### config.mk
export PLATFORM = sky130hd
export DESIGN_NAME = tick_bcd_display_flat
export DESIGN_NICKNAME = d
export VERILOG_FILES = /design/src/rtl/tick_bcd_display_if.sv /design/src/rtl/tick_bcd_display.sv /design/src/flat_wrapper.sv
export SDC_FILE = /design/constraint.sdc
export NUM_CORES = 1
export LEC_CHECK = 0
export ABC_CLOCK_PERIOD_IN_PS = 2200
export BUFFER_PORTS_ARGS = -buffer_cell sky130_fd_sc_hd__buf_2
export CORE_UTILIZATION = 45
export DETAILED_ROUTE_END_ITERATION = 8
export PLACE_DENSITY = 0.66
export SKIP_CTS_REPAIR_TIMING = 1
export SYNTH_ARGS = -nofsm -noshare
export SYNTH_HDL_FRONTEND = slang
export SYNTH_SLANG_ARGS = --single-unit
### constraint.sdc
create_clock -name clk -period 2.2 [get_ports clk]
set_input_delay 0.22 -clock clk [delete_from_list [all_inputs] [get_ports clk]]
set_output_delay 0.22 -clock clk [all_outputs]
set_load 0.05 [all_outputs]
### src/rtl/tick_bcd_display_if.sv
// Signal bundle between the clock-divider stage / control logic and the BCD tick display.
// The display block is the slave: it consumes the tick and control inputs and drives the count and display outputs.
interface tick_bcd_display_if;
    logic       tick_in;
    logic       tick_locked;
    logic       up_down;
    logic       clear;
    logic [3:0] ones;
    logic [3:0] tens;
    logic       carry;
    logic [6:0] seg;
    logic [1:0] an;

    modport master (
        output tick_in, tick_locked, up_down, clear,
        input  ones, tens, carry, seg, an
    );

    modport slave (
        input  tick_in, tick_locked, up_down, clear,
        output ones, tens, carry, seg, an
    );
endinterface

### src/rtl/tick_bcd_display.sv
// Counts rising edges of the divided tick as a 2-digit BCD value modulo MODULO.
// The count is shown on a multiplexed, active-low 7-segment pair, and every wrap produces a carry pulse.
module tick_bcd_display #(
    parameter int MODULO      = 60,
    parameter int REFRESH_DIV = 50000
) (
    input  logic              clk,
    input  logic              reset_n,
    tick_bcd_display_if.slave bus
);

    localparam logic [3:0] LAST_TENS = 4'((MODULO - 1) / 10);
    localparam logic [3:0] LAST_ONES = 4'((MODULO - 1) % 10);
    localparam int         RW        = $clog2(REFRESH_DIV);
    localparam logic [RW-1:0] REF_LAST = RW'(REFRESH_DIV - 1);

    function automatic logic [6:0] seg_encode(input logic [3:0] d);
        logic [6:0] s;
        case (d)
            4'd0:    s = 7'b1000000;
            4'd1:    s = 7'b1111001;
            4'd2:    s = 7'b0100100;
            4'd3:    s = 7'b0110000;
            4'd4:    s = 7'b0011001;
            4'd5:    s = 7'b0010010;
            4'd6:    s = 7'b0000010;
            4'd7:    s = 7'b1111000;
            4'd8:    s = 7'b0000000;
            4'd9:    s = 7'b0010000;
            default: s = 7'b1111111;
        endcase
        return s;
    endfunction

    logic          tick_p0, tick_p1, tick_p2;
    logic [1:0]    settle_cnt;
    logic          settled, rise, ev;
    logic [3:0]    ones_q, tens_q;
    logic          carry_q;
    logic [RW-1:0] refresh_cnt;
    logic          digit_sel;
    logic [6:0]    seg_q;
    logic [1:0]    an_q;

    // Stage p0/p1 synchronize the tick; p2 holds the previous synchronized level
    always_ff @(posedge clk or negedge reset_n) begin
        if (!reset_n) begin
            tick_p0 <= 1'b0;
            tick_p1 <= 1'b0;
            tick_p2 <= 1'b0;
        end else begin
            tick_p0 <= bus.tick_in;
            tick_p1 <= tick_p0;
            tick_p2 <= tick_p1;
        end
    end

    // Hold off edge detection until the synchronizer has flushed its post-reset contents
    always_ff @(posedge clk or negedge reset_n) begin
        if (!reset_n)
            settle_cnt <= 2'd0;
        else if (settle_cnt != 2'd3)
            settle_cnt <= settle_cnt + 2'd1;
    end

    assign settled = (settle_cnt == 2'd3);
    assign rise    = tick_p1 & ~tick_p2;
    assign ev      = rise & ~bus.tick_locked & settled;

    // Count stage: clear wins over a coincident event, which is then lost
    always_ff @(posedge clk or negedge reset_n) begin
        if (!reset_n) begin
            ones_q  <= 4'd0;
            tens_q  <= 4'd0;
            carry_q <= 1'b0;
        end else begin
            carry_q <= 1'b0;
            if (bus.clear) begin
                ones_q <= 4'd0;
                tens_q <= 4'd0;
            end else if (ev) begin
                if (bus.up_down) begin
                    if (tens_q == LAST_TENS && ones_q == LAST_ONES) begin
                        ones_q  <= 4'd0;
                        tens_q  <= 4'd0;
                        carry_q <= 1'b1;
                    end else if (ones_q == 4'd9) begin
                        ones_q <= 4'd0;
                        tens_q <= tens_q + 4'd1;
                    end else begin
                        ones_q <= ones_q + 4'd1;
                    end
                end else begin
                    if (tens_q == 4'd0 && ones_q == 4'd0) begin
                        ones_q  <= LAST_ONES;
                        tens_q  <= LAST_TENS;
                        carry_q <= 1'b1;
                    end else if (ones_q == 4'd0) begin
                        ones_q <= 4'd9;
                        tens_q <= tens_q - 4'd1;
                    end else begin
                        ones_q <= ones_q - 4'd1;
                    end
                end
            end
        end
    end

    // Refresh timebase: free-running, unaffected by lock or clear
    always_ff @(posedge clk or negedge reset_n) begin
        if (!reset_n) begin
            refresh_cnt <= '0;
            digit_sel   <= 1'b0;
        end else if (refresh_cnt == REF_LAST) begin
            refresh_cnt <= '0;
            digit_sel   <= ~digit_sel;
        end else begin
            refresh_cnt <= refresh_cnt + 1'b1;
        end
    end

    // Display stage: anode and segment pattern are registered together so no digit ghosts onto its neighbour
    always_ff @(posedge clk or negedge reset_n) begin
        if (!reset_n) begin
            an_q  <= 2'b10;
            seg_q <= 7'b1000000;
        end else begin
            an_q  <= digit_sel ? 2'b01 : 2'b10;
            seg_q <= seg_encode(digit_sel ? tens_q : ones_q);
        end
    end

    assign bus.ones  = ones_q;
    assign bus.tens  = tens_q;
    assign bus.carry = carry_q;
    assign bus.seg   = seg_q;
    assign bus.an    = an_q;

endmodule
### src/flat_wrapper.sv
// flat-port wrapper written by rule: the top's interface ports become plain ports
module tick_bcd_display_flat 
#(
    parameter int MODULO      = 60,
    parameter int REFRESH_DIV = 50000
)
  (clk, reset_n, bus_tick_in, bus_tick_locked, bus_up_down, bus_clear, bus_ones, bus_tens, bus_carry, bus_seg, bus_an);
  tick_bcd_display_if bus_i ();
  input  logic clk;
  input  logic reset_n;
  input wire logic [$bits(bus_i.tick_in)-1:0] bus_tick_in;
  input wire logic [$bits(bus_i.tick_locked)-1:0] bus_tick_locked;
  input wire logic [$bits(bus_i.up_down)-1:0] bus_up_down;
  input wire logic [$bits(bus_i.clear)-1:0] bus_clear;
  output wire logic [$bits(bus_i.ones)-1:0] bus_ones;
  output wire logic [$bits(bus_i.tens)-1:0] bus_tens;
  output wire logic [$bits(bus_i.carry)-1:0] bus_carry;
  output wire logic [$bits(bus_i.seg)-1:0] bus_seg;
  output wire logic [$bits(bus_i.an)-1:0] bus_an;
  assign bus_i.tick_in = bus_tick_in;
  assign bus_i.tick_locked = bus_tick_locked;
  assign bus_i.up_down = bus_up_down;
  assign bus_i.clear = bus_clear;
  assign bus_ones = bus_i.ones;
  assign bus_tens = bus_i.tens;
  assign bus_carry = bus_i.carry;
  assign bus_seg = bus_i.seg;
  assign bus_an = bus_i.an;
  tick_bcd_display #(.MODULO(MODULO), .REFRESH_DIV(REFRESH_DIV)) u_core (.clk(clk), .reset_n(reset_n), .bus(bus_i));
endmodule
==> results, run 1 <==
- The count of endpoints failing setup in the final report is 0.
- By area the synthesized netlist is led by dfrtp_1 (44%), ha_1 (8.1%), xnor2_1 (4.8%), nor2_1 (4.3%), mux2i_1 (2.8%).
- After detailed routing, the number of remaining DRC violations is 0.
- The source-to-sink clock delay at the later pin of the worst-skew pair is ~0.29 ns.
- Across all layers, the routed design uses ~1700 vias.
- The minimum hold slack is approximately 0.043 ns.
- Clock skew on the completed layout was measured at between 0.009 and 0.01 ns.
- The initial antenna violation count is 0.
- The worst setup path is of the reg -> reg kind.
- The synthesized netlist cell count is 214.
- Routability-driven placement finished with a final weighted congestion of approximately 0.85.
- The worst reg2reg path startpoint is u_core.bus.ones[0]$_DFFE_PN0P_.
- The peak ir drop on the vdd network is roughly 690 uV.
- For this design the ratio of total power to cell area is 1020 nW/um^2.
- The floorplan core area is roughly 4500 sq um.
- After routing the design area is ~2500 sq um.
- The worst setup path is launched from a register.
- The count of maximum capacitance violations is 0.
- Summed over all failing endpoints, the final setup total negative slack is 0 ns.
- The total wire length is 4.29 mm.
- The synthesized net count is 234.
- The critical path starts at u_core.bus.ones[0]$_DFFE_PN0P_.
- The Yosys warning count is 0.
- The buffer depth of the longest clock path is 2.
- Global routing finished with a remaining overflow of 0.
- The most frequently used cell type in the post-synthesis netlist is dfrtp_1.
- The relative contribution of combinational cells to total power is between 30% and 40%.
- The row count is 24.
- The clock network fraction of design power is 25.0%.
- The commonest cells after synthesis are dfrtp_1 (38), nor2_1 (25), ha_1 (14).
- TritonCTS built the clock tree.
- Yosys mapped a number of flops with a built-in enable equal to 0.
- The average instance in the mapped netlist occupies roughly 10 sq um.
- Setup slack on the critical path of the routed design comes to 0.154 ns.
- Once the floorplan was initialized, standard cells occupied about half of the core.
- The leakage power figure is 1.16 nW.
- The startpoint identified for the worst hold timing path is bus_tick_in.
- The ratio of routed vias to standard cells is ~5.5.
- In this run the power spent charging and discharging nets is ~1.1 mW.
- The netlist uses 44 different library cells.
- The worst path needs around 2.0 ns of the cycle, external delays included.
- Entering global routing, the biggest net connects 22 pins.
- The number of detailed-routing iterations run before antenna repair is 4.
- The number of hold-slack violations in the final timing report was 0.
- The area fraction of the dominant cell type after synthesis is a little over two fifths.
- The worst setup path is captured at a register.
- The filler cells instantiated in the layout total between 400 and 500.
- The number of buffer cells added on primary ports is 23.
- The number of global-route vias before repair was roughly 1600.
- The die outline height is between 70 and 80 um.
- Based on the critical path, the design can be clocked at up to between 0.4 and 0.5 GHz.
- The share of power burned in registers is about 36%.
- The period utilization is between 90% and 100%.
- The global-route wire length before repair is 7.47 mm.
- The internal power summed over all cells is 1.52 mW.
- At the worst endpoint, the required time is approximately 2.4 ns.
- From synthesis to final layout, the design area changed by 16.6%.
- The detail-routed net length per standard cell is roughly 14 um.
- The total routing usage reported by global routing is around a fifth.
- The CTS root buffer is clkbuf_8.
- Among all flip-flop cells after synthesis, the most frequent one is dfrtp_1.
- The area of all sequential standard cells is 1010 sq um.
- The multi-input combinational cells in the finished layout cover a total of approximately 1100 sq um.
- The signal arrival time at the worst endpoint is roughly 2.3 ns.
- The detail route stage leaves a number of antenna-violating nets equal to 0.
- In this run the worst path has a maximum fanout of 6.
- For this run, the register share of the synthesized area comes to roughly 46%.
- The biggest area contributor in the post-synthesis netlist is dfrtp_1.
- The H-tree was split into 2 levels.
- 24 I/O pins were placed.
- Counting flops and latches in the post-synthesis netlist gives 40.
- For the pin with the worst max-slew slack, the measured transition is 0.559 ns.
- The horizontal die dimension is a little over 70 um.
- The switching share of total power is between 40% and 50%.
- The instance area after placement is around 2400 sq um.
- The class of the tightest hold or removal check is in -> reg.
- The first-iteration detailed-routing DRC count is 95.
- Setup repair after global routing left no endpoint under its margin.
- The flow ran to the end, and the final reports show no timing, DRC or antenna violations.
- The number of pins with negative max-slew slack in the final report is 0.
- The share of synthesized flip-flops with an asynchronous set or reset is 100%.
- The worst slack after detailed placement is ~0.19 ns.
- The HPWL after detailed placement is ~3.2 mm.
- The post-route netlist has 21.4% of its cells at a drive strength greater than 1.
- In this run the tightest slew margin relative to its limit is between 60 and 70%.
- The die footprint is 5120 sq um.
- For this run, the post-layout net count is between 200 and 300.
- The cell area after technology mapping is about 2200 sq um.
- The number of sinks driven by the clock tree is 40.
- The number of buffers created by CTS is 5.
- The number of antenna cells inserted is 0.
- The CTS clock-pin slew for the worst setup and hold paths is approximately 0.08 ns.
[final timing paths]
check                                                      end  slack, ns  cells after the start
worst max-delay path            u_core.bus.tens[3]$_DFFE_PN0P_       0.15                      6
worst min-delay path                  u_core.tick_p0$_DFF_PN0_       0.04                      1
worst max register to register  u_core.bus.tens[3]$_DFFE_PN0P_       0.15                      6
worst min register to register        u_core.tick_p1$_DFF_PN0_       0.36                      0
max in group asynchronous           u_core.bus.an[1]$_DFF_PN1_       1.08                      3
min in group asynchronous       u_core.bus.ones[3]$_DFFE_PN0P_       0.42                      2
[registers in the layout, indices dropped and copies added (netlist names)]
| register | cells |
|---|---|
| u_core.tick_p2 | 1 |
| u_core.digit_sel | 1 |
| u_core.bus.an | 2 |
| u_core.bus.ones | 4 |
| u_core.settle_cnt | 2 |
| u_core.bus.carry | 1 |
| u_core.refresh_cnt | 16 |
| u_core.tick_p1 | 1 |
| u_core.bus.seg | 7 |
| u_core.tick_p0 | 1 |
| u_core.bus.tens | 4 |
[worst max-delay path, stage by stage (launching register included)]
cell and delay, ns:
dfrtp_2 0.42, inv_2 0.10, ha_4 0.16, or3b_4 0.40
a222oi_1 0.37, or4b_1 0.47, nand3_1 0.08
[area by class of cell]
class	instances	area share, %
flip-flops and latches	40	39.7
repair buffers	31	7.01
well taps	52	2.57
clock inverters	2	1.53
inverters	12	1.78
clock buffers	6	3.26
multi-input cells	157	44.2
[placed cells by master (no fill, tap or decap), drive strengths merged, types with 2 or more instances in the layout]
cell | netlist | layout
o21a | 2 | 2
nand3 | 11 | 11
nand4 | 5 | 5
xnor2 | 12 | 12
dfstp | 2 | 2
nor2b | 2 | 2
ha | 14 | 14
a21o | 2 | 2
and3 | 4 | 4
nor3b | 2 | 2
mux2i | 6 | 6
o22ai | 2 | 2
clkbuf | 5 | 6
nor2 | 25 | 25
xor2 | 5 | 5
nor3 | 5 | 5
nand2 | 10 | 10
nor4 | 3 | 3
a31oi | 3 | 3
nand3b | 2 | 2
buf | 0 | 30
a21oi | 9 | 9
a2111oi | 2 | 2
dfrtp | 38 | 38
nor4bb | 2 | 2
o211ai | 2 | 2
a211oi | 2 | 2
inv | 12 | 12
or3 | 2 | 2
mux2 | 4 | 4
or2 | 2 | 2
o21ai | 4 | 4
[logic make-up after synthesis]
logic type / Yosys count / share of synthesized area (%)
xor gates and xnor gates: 17 / 6.84
AOI/OAI and AO/OA: 34 / 10.4
muxes: 10 / 4.83
buffers and inverters: 17 / 2.93
and+or+nand+nor: 82 / 20.8
DFF: 40 / 46.1
adders and majority gates: 14 / 8.05
[stage by stage]
| step | instances | utilization, % | power, mW |
|---|---|---|---|
| floorplan | 214 | - | 1.70 |
| global placement | 291 | 53.4 | 1.95 |
| detailed placement | 291 | 53.4 | 1.95 |
| CTS | 299 | 56.1 | 2.60 |
| global route | 300 | 56.3 | 2.73 |
| finish | 300 | 56.3 | 2.58 |
[power groups by stage]
stage                     Clock [mW]  Combinational [mW]  Sequential (mW)
after floorplan                    0               0.381             1.32
after detailed placement           0                1.00            0.949
after global routing           0.692                1.08            0.955
after CTS                      0.658                1.00            0.937
after global placement             0               0.997            0.949
final                          0.644               0.995            0.939
[layer usage]
layer / up-vias / track usage [%] / share of wire [%]
li1: 826 / - / -
met1: 797 / 27.0 / 51
met2: 31 / 28.9 / 44
met3: 5 / 3.38 / 3.5
met4: 0 / 5.88 / 1.1
met5: - / 0 / 0
Note: power is estimated with default switching activity, not from simulation.
==> run 2: changes to the inputs <==
Settings changed: MAX_ROUTING_LAYER set to met4.
==> run 2 against run 1 <==
Utilization is the same; final cell count did not move; worst setup slack barely moved; largest cell class unchanged.
==> results, run 2 (synthesis gave the netlist of run 1 again) <==
- The count of maximum capacitance violations came to 0 (unchanged).
- The buffer depth of the longest clock path is 2 (unchanged).
- The final-stage net count is 267 (unchanged).
- The starting utilization of the core area is 48.3% (unchanged).
- The number of antenna cells inserted is 0 (unchanged).
- The class of the tightest hold or removal check is in -> reg.
- The number of global-route vias before repair is 1559 (+0.13%).
- The total wire length came to 4.29 mm (about the same).
- The headroom to the max-slew limit is 61.6% (about the same).
- The number of pins with negative max-slew slack in the final report came to 0 (unchanged).
- The number of buffers created by CTS was 5 (unchanged).
- The number of detailed-routing iterations run before antenna repair is 4 (unchanged).
- The final core utilization is 56.3% (unchanged).
- The period utilization was 93.0% (about the same).
- The number of sinks driven by the clock tree is 40 (unchanged).
- The non-filler instance count after layout was 300 (unchanged).
- The row count was 24 (unchanged).
- The fraction of layout instances using a drive strength above 1 was 21.4% (unchanged).
- The area added between synthesis and finish is 16.6% (unchanged).
- The worst setup slack for register-to-register paths came to 0.15 ns (about the same).
- The initial antenna violation count is 0 (unchanged).
- The source-to-sink clock delay at the later pin of the worst-skew pair is 0.29 ns (about the same).
- The run finished with clean final reports.
- The post-layout minimum cycle time is 2.05 ns (-0.00000400 ns).
- The slowest cell on the critical path is or4b_1.
- The total via count after detailed routing came to 1657 (-0.12%).
- The pin count of the biggest net entering global routing is 22 (unchanged).
- The flip-flop count of the largest register after layout is 16 (unchanged).
- The required time of the critical path was 2.44 ns (about the same).
- The die outline height is 71.5 um (unchanged).
- The delay of the slowest cell on the worst path was 0.47 ns (about the same).
- The number of buffer cells added on primary ports was 23 (unchanged).
- The HPWL after detailed placement was 3.17 mm (unchanged).
- The leakage power figure was 1.16 nW (unchanged).
- The floorplan core area is 4500 sq um (unchanged).
- The signal arrival time at the worst endpoint is 2.28 ns (about the same).
- The placed instance count is 291 (unchanged).
- The actual transition at the worst max-transition pin came to 0.560 ns (+0.000710 ns).
- Leaving out fill and tap cells, the most frequent cell in the layout is dfrtp_1.
- The number of hold-slack violations in the final timing report is 0 (unchanged).
- The post-route DRC violation count is 0 (unchanged).
- The final antenna-violating net count was 0 (unchanged).
- In the layout the commonest cells are dfrtp_1 (36), nor2_1 (25), buf_2 (23).
- The first-iteration detailed-routing DRC count is 93 (-2.1%).
- The highest attainable clock frequency was 0.489 GHz (unchanged).
- Setup repair after global routing left no endpoint under its margin.
- The final global-route overflow total is 0 (unchanged).
- The CTS clock-pin slew for the worst setup and hold paths is 0.08 ns (about the same).
- STA classifies the critical path endpoint as a register.
- The count of endpoints failing setup in the final report is 0 (unchanged).
- The die footprint came to 5120 sq um (unchanged).
- The ratio of total power to cell area is 1020 nW/um^2 (about the same).
- The cell depth of the worst min-delay path was 1 (unchanged).
- The peak ir drop on the vdd network came to 686 uV (about the same).
- The classification of the worst setup path is reg -> reg.
- The number of levels in the clock H-tree came to 2 (unchanged).
- The routability-driven placement congestion ratio came to 0.864 (+1.6%).
- The I/O pin count is 24 (unchanged).
- The worst setup path is launched from a register.
- The detail-routed net length per standard cell is 14.3 um (about the same).
- The highest fanout seen on the critical path was 6 (unchanged).
- Walking the worst path, the cells encountered are inv_2 -> ha_4 -> or3b_4 -> a222oi_1 -> or4b_1 -> nand3_1.
- The horizontal die dimension is 71.5 um (unchanged).
- The cell depth of the worst flop-to-flop path is 6 (unchanged).
- The tree is rooted in a clkbuf_8.
- The worst setup skew after layout came to 0.00909 ns (-0.0000141 ns).
- The filler cell count is 411 (unchanged).
- The most flop-heavy register is u_core.refresh_cnt.
- The global-route wire length before repair is 7.48 mm (about the same).
- The ratio of routed vias to standard cells came to 5.52 (-0.12%).
- The total routing usage reported by global routing is 19.3% (+0.58 points).
- TritonCTS built the clock tree.
run 2: cell counts in the layout (fill, tap and decap cells not counted):
Identical to the previous run, type by type.
run 2: area by class of cell:
cell class	instances	area, sq um	share of cell area (%)
clock inverters	2	38.8	1.53
repair buffers	31	178	7.01
clock buffers	6	82.6	3.26
flip-flops and latches	40	1010	39.7
well taps	52	65.1	2.57
multi-input cells	157	1120	44.2
inverters	12	45.0	1.78
run 2: through the flow:
step / setup WS [ns] / power, mW / TNS [ns] / instance area, sq um / hold WS, ns
4_1_cts: 0.170 / 2.60 / 0 / 2530 / -0.101
5_1_grt: 0.110 / 2.73 / 0 / 2540 / 0.0337
2_1_floorplan: -0.126 / 1.70 / -0.126 / 2190 / -0.0756
3_5_place_dp: 0.190 / 1.95 / 0 / 2400 / 0.221
3_3_place_gp: 0.238 / 1.95 / 0 / 2400 / 0.220
6_report: 0.154 / 2.58 / 0 / 2540 / 0.0427
run 2: worst max-delay path: cells and delay by family (launching register included):
| family | cells | cell delay [ns] |
|---|---|---|
| AO/OA/AOI/OAI | 1 | 0.37 |
| adder cells (fa/ha/maj) | 1 | 0.16 |
| buffers and inverters | 1 | 0.10 |
| AND/OR/NAND/NOR | 3 | 0.95 |
| flip-flops | 1 | 0.42 |
run 2: final timing paths:
path,from,end
setup / recovery,u_core.bus.ones[0]$_DFFE_PN0P_,u_core.bus.tens[3]$_DFFE_PN0P_
hold / removal,bus_tick_in,u_core.tick_p0$_DFF_PN0_
setup reg to reg,u_core.bus.ones[0]$_DFFE_PN0P_,u_core.bus.tens[3]$_DFFE_PN0P_
hold reg to reg,u_core.tick_p0$_DFF_PN0_,u_core.tick_p1$_DFF_PN0_
max in group asynchronous,reset_n,u_core.bus.an[1]$_DFF_PN1_
min in group asynchronous,reset_n,u_core.bus.ones[3]$_DFFE_PN0P_
run 2: report_power, final:
part	leakage (nW)	internal (mW)	switching, mW	total (mW)
sequential	0.500	0.848	0.0909	0.938
clock	0.0614	0.371	0.272	0.644
combinational	0.599	0.299	0.696	0.995
total	1.16	1.52	1.06	2.58
run 2: metal layers:
layer / up-vias / part of all wire, % / GRT usage (%)
met5: - / 0 / -
met4: 0 / 1.2 / 5.88
met3: 5 / 3.5 / 3.38
met2: 31 / 44 / 29.1
met1: 795 / 51 / 26.8
li1: 826 / - / -
==> run 3: changes to the inputs <==
Settings changed: ABC_CLOCK_PERIOD_IN_PS 2200 to 2090, CTS_CLUSTER_DIAMETER set to 120, PLACE_DENSITY 0.66 to unset.
Clock period 2.2 ns to 2.09 ns, I/O delays scaled along.
==> run 3 against run 2 <==
The flow now finishes with violations (negative hold slack); maximum frequency increased by 3.3%; worst setup slack got worse by 0.045 ns; clock power is 4.7% lower; sequential power is 5.5% higher; register-to-register slack worse by 0.05 ns; final cell count grew 0.33%; die area unchanged; clock skew is essentially flat; critical endpoint unchanged.
==> results, run 3 (synthesis gave the netlist of run 1 again) <==
- The pin count of the biggest net entering global routing is 41 (+86%).
- The commonest non-fill, non-tap cell in the layout is dfrtp_1.
- The buffer depth of the longest clock path was 2 (unchanged).
- The starting utilization of the core area was 48.3% (unchanged).
- The headroom to the max-slew limit is 65.2% (+3.6 points).
- By startpoint and endpoint, the worst setup path is classified as reg -> reg.
- The die outline height came to 71.5 um (unchanged).
- The first-iteration detailed-routing DRC count is 93 (unchanged).
- The number of global-route vias before repair came to 1494 (-4.2%).
- The HPWL after detailed placement came to 3.03 mm (-4.3%).
- The instance area after placement is 2420 sq um (+0.62%).
- The horizontal die dimension is 71.5 um (unchanged).
- STA classifies the critical path startpoint as a register.
- The net switching power was 1.09 mW (+3.2%).
- The number of detailed-routing iterations run before antenna repair was 4 (unchanged).
- The post-layout minimum cycle time was 1.98 ns (-0.0647 ns).
- Setup repair after global routing left no endpoint under its margin.
- The number of buffers created by CTS is 5 (unchanged).
- The delay of the slowest cell on the worst path is 0.48 ns (about the same).
- The period utilization came to 94.8% (+1.8 points).
- The relative contribution of combinational cells to total power came to 39.8% (+1.2 points).
- The leakage power figure is 1.16 nW (about the same).
- The highest attainable clock frequency is 0.505 GHz (+3.3%).
- The sum of buffers and inverters on the critical path was 1 (unchanged).
- The total via count after detailed routing came to 1636 (-1.3%).
- The initial antenna violation count is 0 (unchanged).
- The worst setup path is captured at a register.
- The minimum hold slack is -0.0302 ns (-0.0729 ns).
- The detail-routed net length per standard cell is 13.8 um (-3.3%).
- The flip-flop count of the largest register after layout is 16 (unchanged).
- The highest fanout seen on the critical path was 4 (-2).
- The ratio of routed vias to standard cells is 5.44 (-1.6%).
- The area of all sequential standard cells is 1010 sq um (unchanged).
- Grouping stages by cell kind, the critical path spends the most delay in simple AND/OR/NAND/NOR gates.
- The total wire length is 4.16 mm (-3.0%).
- The required time of the critical path is 2.32 ns (-0.12 ns).
- The final antenna-violating net count is 0 (unchanged).
- The final global-route overflow total is 0 (unchanged).
- The floorplan core area is 4500 sq um (unchanged).
- The I/O pin count was 24 (unchanged).
- The area added between synthesis and finish is 16.2%.
- The row count was 24 (unchanged).
- The share of power burned in registers came to 37.1% (+0.7 points).
- The fraction of layout instances using a drive strength above 1 is 21.7% (+0.32 points).
- The CTS clock-pin slew for the worst setup and hold paths came to 0.08 ns (about the same).
- The number of levels in the clock H-tree came to 2 (unchanged).
- The source-to-sink clock delay at the later pin of the worst-skew pair was 0.29 ns (about the same).
- The total routing usage reported by global routing is 18.4% (-0.92 points).
- The worst setup skew after layout came to 0.00880 ns (-0.000284 ns).
- The post-route DRC violation count came to 0 (unchanged).
- The count of maximum capacitance violations is 0 (unchanged).
- The peak ir drop on the vdd network was 447 uV (-35%).
- The final reports fail on negative hold slack.
- The number of antenna cells inserted was 0 (unchanged).
- The internal power summed over all cells is 1.57 mW (+3.7%).
- The final-stage net count is 268 (+0.37%).
- The number of buffer cells added on primary ports is 23 (unchanged).
- The design area is 2530 sq um (-0.35%).
- The signal arrival time at the worst endpoint is 2.21 ns (-0.07 ns).
- The actual transition at the worst max-transition pin is 0.507 ns (-0.0528 ns).
- Leaving out fill and tap cells, the most frequent cells in the layout are dfrtp_1 (36), nor2_1 (25), buf_2 (23).
- The filler cell count is 412 (+0.24%).
- The clock network fraction of design power came to 23.0% (-2.0 points).
- The routability-driven placement congestion ratio is 0.882 (+2.1%).
- The number of sinks driven by the clock tree is 40 (unchanged).
- The number of hold-slack violations in the final timing report was 38 (+38).
- The register with the most flip-flops in the final layout is u_core.refresh_cnt.
- The CTS tree is yes.
- The ratio of total power to cell area is 1060 nW/um^2 (+3.8%).
- The die footprint is 5120 sq um (unchanged).
- The CTS root buffer is clkbuf_8.
- The switching share of total power is 41.0% (-0.12 points).
- The overall power after layout is 2.67 mW (+3.5%).
- The run finished, with violations left.
- The number of pins with negative max-slew slack in the final report is 0 (unchanged).
- The multi-input gate area in the final layout is 1120 sq um (unchanged).
- The global-route wire length before repair is 7.11 mm (-5.0%).
- The critical path goes through inv_2 -> ha_4 -> or3b_4 -> a222oi_1 -> or4b_1 -> nand3_1.
- Among all stages on the critical path, the largest delay is contributed by or4b_1.
- The class of the tightest hold or removal check is in -> async.
- The count of endpoints failing setup in the final report came to 0 (unchanged).
## run 3: path summary, 6_finish.rpt
path                                                 from  cells past startpoint  slack (ns)                               end
max in group asynchronous                         reset_n                      2        1.76    u_core.bus.ones[0]$_DFFE_PN0P_
min in group clk                              bus_tick_in                      1        0.02          u_core.tick_p0$_DFF_PN0_
hold / removal                                    reset_n                      2       -0.03  u_core.refresh_cnt[12]$_DFF_PN0_
hold reg to reg                  u_core.tick_p0$_DFF_PN0_                      0        0.35          u_core.tick_p1$_DFF_PN0_
setup reg to reg           u_core.bus.ones[0]$_DFFE_PN0P_                      6        0.11    u_core.bus.tens[3]$_DFFE_PN0P_
setup / recovery           u_core.bus.ones[0]$_DFFE_PN0P_                      6        0.11    u_core.bus.tens[3]$_DFFE_PN0P_
## run 3: power by group through the flow
stage / clock (mW) / combinational [mW] / sequential [mW]
floorplan: 0 / 0.401 / 1.39
global placement: 0 / 1.06 / 1.01
detailed placement: 0 / 1.07 / 1.00
CTS: 0.628 / 1.07 / 0.989
global route: 0.662 / 1.15 / 1.01
finish: 0.614 / 1.06 / 0.990
## run 3: cell type report
type,count,share of cell area (%)
multi-input combinational,157,44.4
sequential,40,39.8
timing repair buffer,32,7.23
clock buffer,6,2.87
tap,52,2.57
inverter,12,1.78
clock inverter,2,1.39
## run 3: layer usage
metal  global-route usage (%)  up-vias  wire length [um]
li1                         -      825                 -
met1                     25.5      768              2110
met2                     26.8       36              1810
met3                     3.38        7               168
met4                     6.97        0                73
met5                        -        -                 0
## run 3: through the flow
step / std cells / setup TNS (ns) / util [%] / setup WS (ns) / hold slack [ns]
after floorplan: 214 / -0.236 / - / -0.236 / -0.0866
after global placement: 293 / 0 / 53.7 / 0.159 / 0.300
after detailed placement: 293 / 0 / 53.7 / 0.129 / 0.297
after CTS: 301 / 0 / 56.1 / 0.111 / -0.0126
after global routing: 301 / 0 / 56.1 / 0.0354 / 0.00800
final: 301 / 0 / 56.1 / 0.109 / -0.0302
## run 3: worst register-to-register path, delay by kind of cell (launching register included)
family | cells | cell delay (ns)
adder cells (fa/ha/maj) | 1 | 0.13
buffers and inverters | 1 | 0.10
flip-flops | 1 | 0.41
AO/OA/AOI/OAI | 1 | 0.34
AND/OR/NAND/NOR | 3 | 0.95
